==> config.mk <==
export PLATFORM = sky130hd
export DESIGN_NAME = semaforo_cruzamento_param
export DESIGN_NICKNAME = d
export VERILOG_FILES = /design/src/rtl/semaforo_pkg.sv /design/src/rtl/semaforo_timer.sv /design/src/rtl/semaforo_cruzamento_param.sv
export SDC_FILE = /design/constraint.sdc
export NUM_CORES = 1
export LEC_CHECK = 0
export BUFFER_PORTS_ARGS = -buffer_cell sky130_fd_sc_hd__buf_2
export CORE_MARGIN = 3
export CORE_UTILIZATION = 52
export CTS_CLUSTER_DIAMETER = 120
export DETAILED_ROUTE_END_ITERATION = 12
export PLACE_DENSITY = 0.75
export SYNTH_ARGS = -nofsm -noshare
export SYNTH_HDL_FRONTEND = slang
export SYNTH_SLANG_ARGS = --single-unit
==> constraint.sdc <==
create_clock -name Clock -period 1.96 [get_ports Clock]
set_input_delay 0.196 -clock Clock [delete_from_list [all_inputs] [get_ports Clock]]
set_output_delay 0.196 -clock Clock [all_outputs]
set_load 0.05 [all_outputs]
==> src/rtl/semaforo_pkg.sv <==
// Shared state encoding and lamp decode for the two-road intersection controller.
package semaforo_pkg;

    localparam int unsigned STATE_W = 3;

    typedef enum logic [STATE_W-1:0] {
        MAIN_GRN = 3'd0,
        MAIN_YLW = 3'd1,
        ALL_RED1 = 3'd2,
        SIDE_GRN = 3'd3,
        SIDE_YLW = 3'd4,
        ALL_RED2 = 3'd5,
        FLASH    = 3'd6
    } state_t;

    // Bit order: {main_red, main_ylw, main_grn, side_red, side_ylw, side_grn, ped_walk}
    function automatic logic [6:0] lamp_decode(state_t s, logic flash_phase);
        logic [6:0] l;
        unique case (s)
            MAIN_GRN: l = 7'b0011000;
            MAIN_YLW: l = 7'b0101000;
            ALL_RED1: l = 7'b1001000;
            SIDE_GRN: l = 7'b1000011;
            SIDE_YLW: l = 7'b1000100;
            ALL_RED2: l = 7'b1001000;
            FLASH:    l = {1'b0, flash_phase, 2'b00, flash_phase, 2'b00};
            default:  l = 7'b1001000;
        endcase
        return l;
    endfunction

endpackage

==> src/rtl/semaforo_timer.sv <==
// Phase timer: saturating up-counter with synchronous clear.
module semaforo_timer #(
    parameter int unsigned CNT_W = 8
) (
    input  logic             clk_i,
    input  logic             rst_i,
    input  logic             clr_i,
    output logic [CNT_W-1:0] count_o
);

    logic [CNT_W-1:0] count_q, count_d;

    always_comb begin
        count_d = count_q;
        if (clr_i)
            count_d = '0;
        else if (count_q != '1)
            count_d = count_q + 1'b1;
    end

    always_ff @(posedge clk_i) begin
        if (rst_i)
            count_q <= '0;
        else
            count_q <= count_d;
    end

    assign count_o = count_q;

endmodule

==> src/rtl/semaforo_cruzamento_param.sv <==
// Two-road intersection controller: main/side phases, all-red clearance,
// latched pedestrian request and flashing-yellow maintenance mode.
module semaforo_cruzamento_param
    import semaforo_pkg::*;
#(
    parameter int unsigned CNT_W      = 8,
    parameter int unsigned T_GRN_MIN  = 20,
    parameter int unsigned T_YLW      = 4,
    parameter int unsigned T_RED_ALL  = 2,
    parameter int unsigned T_SIDE_GRN = 12,
    parameter int unsigned T_FLASH    = 8
) (
    input  logic       Clock,
    input  logic       Reset,
    input  logic       CAR,
    input  logic       PED,
    input  logic       flash_en,
    output logic       main_red,
    output logic       main_ylw,
    output logic       main_grn,
    output logic       side_red,
    output logic       side_ylw,
    output logic       side_grn,
    output logic       ped_walk,
    output logic [2:0] state_out
);

    localparam int unsigned MAX_T = (1 << CNT_W) - 1;

    generate
        if (T_GRN_MIN == 0 || T_GRN_MIN > MAX_T ||
            T_YLW == 0 || T_YLW > MAX_T ||
            T_RED_ALL == 0 || T_RED_ALL > MAX_T ||
            T_SIDE_GRN == 0 || T_SIDE_GRN > MAX_T ||
            T_FLASH == 0 || T_FLASH > MAX_T) begin : g_bad_duration
            $error("semaforo_cruzamento_param: every duration must lie in 1..2^CNT_W-1");
        end
    endgenerate

    localparam logic [CNT_W-1:0] GRN_LAST  = CNT_W'(T_GRN_MIN - 1);
    localparam logic [CNT_W-1:0] YLW_LAST  = CNT_W'(T_YLW - 1);
    localparam logic [CNT_W-1:0] RED_LAST  = CNT_W'(T_RED_ALL - 1);
    localparam logic [CNT_W-1:0] SIDE_LAST = CNT_W'(T_SIDE_GRN - 1);
    localparam logic [CNT_W-1:0] FLS_LAST  = CNT_W'(T_FLASH - 1);

    state_t           state_q, state_d;
    logic             ped_q, ped_d;
    logic             fp_q, fp_d;
    logic             flash_tick;
    logic             timer_clr;
    logic [CNT_W-1:0] timer;
    logic [6:0]       lamps_q;

    semaforo_timer #(.CNT_W(CNT_W)) u_timer (
        .clk_i   (Clock),
        .rst_i   (Reset),
        .clr_i   (timer_clr),
        .count_o (timer)
    );

    always_comb begin
        state_d = state_q;
        if (flash_en) begin
            state_d = FLASH;
        end else begin
            unique case (state_q)
                MAIN_GRN: if (timer >= GRN_LAST && (CAR || ped_q)) state_d = MAIN_YLW;
                MAIN_YLW: if (timer == YLW_LAST)  state_d = ALL_RED1;
                ALL_RED1: if (timer == RED_LAST)  state_d = SIDE_GRN;
                SIDE_GRN: if (timer == SIDE_LAST) state_d = SIDE_YLW;
                SIDE_YLW: if (timer == YLW_LAST)  state_d = ALL_RED2;
                ALL_RED2: if (timer == RED_LAST)  state_d = MAIN_GRN;
                FLASH:    state_d = ALL_RED2;
                default:  state_d = MAIN_GRN;
            endcase
        end

        flash_tick = (state_q == FLASH) && flash_en && (timer == FLS_LAST);
        // The timer restarts on a state change and on each flash half-period.
        timer_clr  = (state_d != state_q) || flash_tick;

        fp_d = fp_q;
        if (state_d == FLASH && state_q != FLASH)
            fp_d = 1'b1;
        else if (flash_tick)
            fp_d = ~fp_q;

        ped_d = ped_q;
        if (state_d == SIDE_GRN && state_q != SIDE_GRN)
            ped_d = 1'b0;
        else if (state_q == FLASH)
            ped_d = 1'b0;
        else if (PED && state_q != SIDE_GRN)
            ped_d = 1'b1;
    end

    // Lamps are registered from the next state so they switch on the same edge as state_q.
    always_ff @(posedge Clock) begin
        if (Reset) begin
            state_q <= MAIN_GRN;
            ped_q   <= 1'b0;
            fp_q    <= 1'b0;
            lamps_q <= lamp_decode(MAIN_GRN, 1'b0);
        end else begin
            state_q <= state_d;
            ped_q   <= ped_d;
            fp_q    <= fp_d;
            lamps_q <= lamp_decode(state_d, fp_d);
        end
    end

    assign {main_red, main_ylw, main_grn, side_red, side_ylw, side_grn, ped_walk} = lamps_q;
    assign state_out = state_q;

endmodule

==> run summary <==
Critical path cell sequence - ha_4 > and3b_4 > a31o_1 > a22o_4 > or4_4 > mux2i_1
Worst hold start - Reset
CTS Buf Count - 3
Headroom to the max-slew limit - 69.0%
Syn_area_per_cell - 8.66 sq um
Most common cell after layout, fill and taps aside - buf_2
Startpoint types - flip-flop
Clock latency on the worst-skew pair - 0.30 ns
Number of flops mapped to enable cells by yosys - 0
RR Startpoint - u_timer.count_o[0]
Crit path kind - flip-flop to flip-flop
Setup_tns - 0 ns
Synth Flop Type - dfxtp_1
Placed cells - 195
Max_cap viols - 0
Largest net degree at the start of global routing - 16
Post-DP HPWL - 2.35 mm
Vias - 1,296
Max FO, Critical Path - 11
Hold bufs inserted after CTS - 0
Worst Max-Slew Pin Slew - 0.462 ns
Clk root buf - clkbuf_4
Final Skew - 0.00564 ns
Total Die Area - 3150 sq um
Mapped Cells - 151
Initial antenna violation count - 0
Hold Path Depth - 2
Setup-failing EPs final - 0
1st-iter DRT viols - 41
Crit path DAT - 2.18 ns
Final period utilization - 99.3%
First-pass GRT wire length - 5.51 mm
Synth Cell Area - 1310 sq um
Reg2Reg Depth - 6
Synthesis warning total - 0
Reg2reg end - u_timer.count_o[2]
Via/cell ratio - 6.48
Fmax - 514 MHz
Port Buffers - 14
Share of cells above drive strength 1 - 38.4%
Boundary Pins - 15
Die H - 56.1 um
Period minus WS final - 1.95 ns
Final net count - 180
Routed Antenna Nets - 0
CTS sink cnt - 19
Final global-route overflow total - 0
Top-area cell type share of the netlist area - 29.1%
Status - completed
Hold path endpoint - state_out[0]
GPL Wtd Cong - 0.873
RSZ-0062 raised after global routing - true
Leakage power total - 0.677 nW
Vias in the first global route - 1,127
Critical Path RT - 2.19 ns
Most frequent cells in the layout - buf_2, buf_4, dfxtp_2
Net count after synthesis - 158
TritonRoute pass-1 iters - 4
Flop and latch count out of synthesis - 19
Top post-synthesis cells by area - dfxtp_1, mux2i_1, buf_6
Max-slew violations - 0
GRT Util Overall - 21.8%
Flop2flop setup slack - 0.01 ns
Fin cells - 200
Worst ir drop on vdd - 477 uV
Synth-to-Final Area Change - 22.1%
Sequential cell area fraction in the yosys report - 29.1%
Post-synthesis async set-or-reset flop share - 0%
Clk buf depth - 2
Core area - 2300 sq um
ANT cells - 0
Wire per inst - 17.5 um
# H-tree levels - 1
Residual DRC - 0
Std-Cell Rows - 17
Slowest CP cell - or4_4
Power Dens Cells - 514 nW/um^2
Initial core utilization - 56.9%
Post-synthesis cell type count - 57
Post-Route WL - 3.50 mm
CTS tree - done
Cell taking the most area after synthesis - dfxtp_1
Reg clk slew, reported paths - 0.12 ns
Setup crit end kind - flip-flop
Crit path largest cell delay - 0.53 ns
DIE WIDTH - 56.1 um
Min-delay worst type - input pin to flip-flop
Final Hold Fails - 0
## cells by family after synthesis
logic type / Yosys count / synth area share (%)
DFF: 19 / 29.1
buffers and inverters: 17 / 7.56
muxes: 10 / 7.85
adders and majority gates: 2 / 1.91
and+or+nand+nor: 68 / 34.0
AOI/OAI and AO/OA: 33 / 18.3
xor gates and xnor gates: 2 / 1.34
## through the flow
step                util, %  instance area (sq um)  setup slack (ns)  total power (W)  hold WS [ns]
floorplan                 -                   1320          0.000543         0.000558         0.400
global placement       63.3                   1450            0.0309         0.000593         0.473
detailed placement     63.3                   1450           -0.0577         0.000597         0.478
CTS                    66.4                   1530          0.000884         0.000811         0.145
global route           69.5                   1600           -0.0650         0.000859         0.147
finish                 69.5                   1600            0.0135         0.000820         0.166
## report_power, final
group          switching, W  leakage, nW  internal (W)
sequential        0.0000212        0.160      0.000406
combinational      0.000116        0.499     0.0000718
clock              0.000129       0.0177     0.0000761
total              0.000266        0.677      0.000554
## worst max path at each step
stage                             startpoint            endpoint  slack, ns  cells after the start
after floorplan           u_timer.count_o[0]  u_timer.count_o[1]     0.0005                      8
after global routing      u_timer.count_o[0]  u_timer.count_o[2]      -0.07                      6
after global placement    u_timer.count_o[4]  u_timer.count_o[6]       0.03                      5
after detailed placement  u_timer.count_o[0]  u_timer.count_o[2]      -0.06                      7
after CTS                 u_timer.count_o[4]  u_timer.count_o[6]     0.0009                      5
final                     u_timer.count_o[0]  u_timer.count_o[2]       0.01                      6
## critical path: cells and delay by family (launching register included)
family,cells,cell delay (ns)
flip-flops,1,0.36
adder cells (fa/ha/maj),1,0.18
AND/OR/NAND/NOR,2,0.72
AO/OA/AOI/OAI,2,0.48
multiplexers,1,0.14
## Yosys cell counts (all sizes together) (2+ instances only)
cell,count
nor3b,2
nor2,9
ha,2
nand3b,2
inv,6
buf,7
or4,3
a31o,2
nor4b,2
mux2i,8
xor2,2
nand2,6
o211ai,4
a31oi,5
or3,7
and3,6
dfxtp,19
nor4,3
nand2b,6
clkbuf,4
and2,3
nor3,4
nand4,2
a21oi,6
mux2,2
nand3,4
o21ai,3
o31ai,2
and3b,3
## registers in the layout, summed over array words and instances, names as in the netlist
register and cells:
state_out 3, u_timer.count_o 8, lamps_q 6, fp_q 1
ped_q 1
## final cells by class
| cell class | count | area [sq um] |
|---|---|---|
| Tap cell | 28 | 35.0 |
| Multi-Input combinational cell | 115 | 931 |
| Sequential cell | 19 | 393 |
| Clock inverter | 1 | 5.00 |
| Fill cell | 175 | 701 |
| Clock buffer | 3 | 22.5 |
| Inverter | 6 | 22.5 |
| Timing Repair Buffer | 28 | 188 |
## layer usage
metal	vias up	track usage (%)	routed length, um
li1	612	-	-
met1	624	29.3	1610
met2	52	34.9	1660
met3	8	2.78	169
met4	0	9.15	65
met5	-	0	0
## repair_timing
action	CTS	global route
pin swaps	2	1
setup buffers	1	0
gates resized for setup	8	12
endpoints found under the setup margin	7	11
Note: power is estimated with default switching activity, not from simulation.
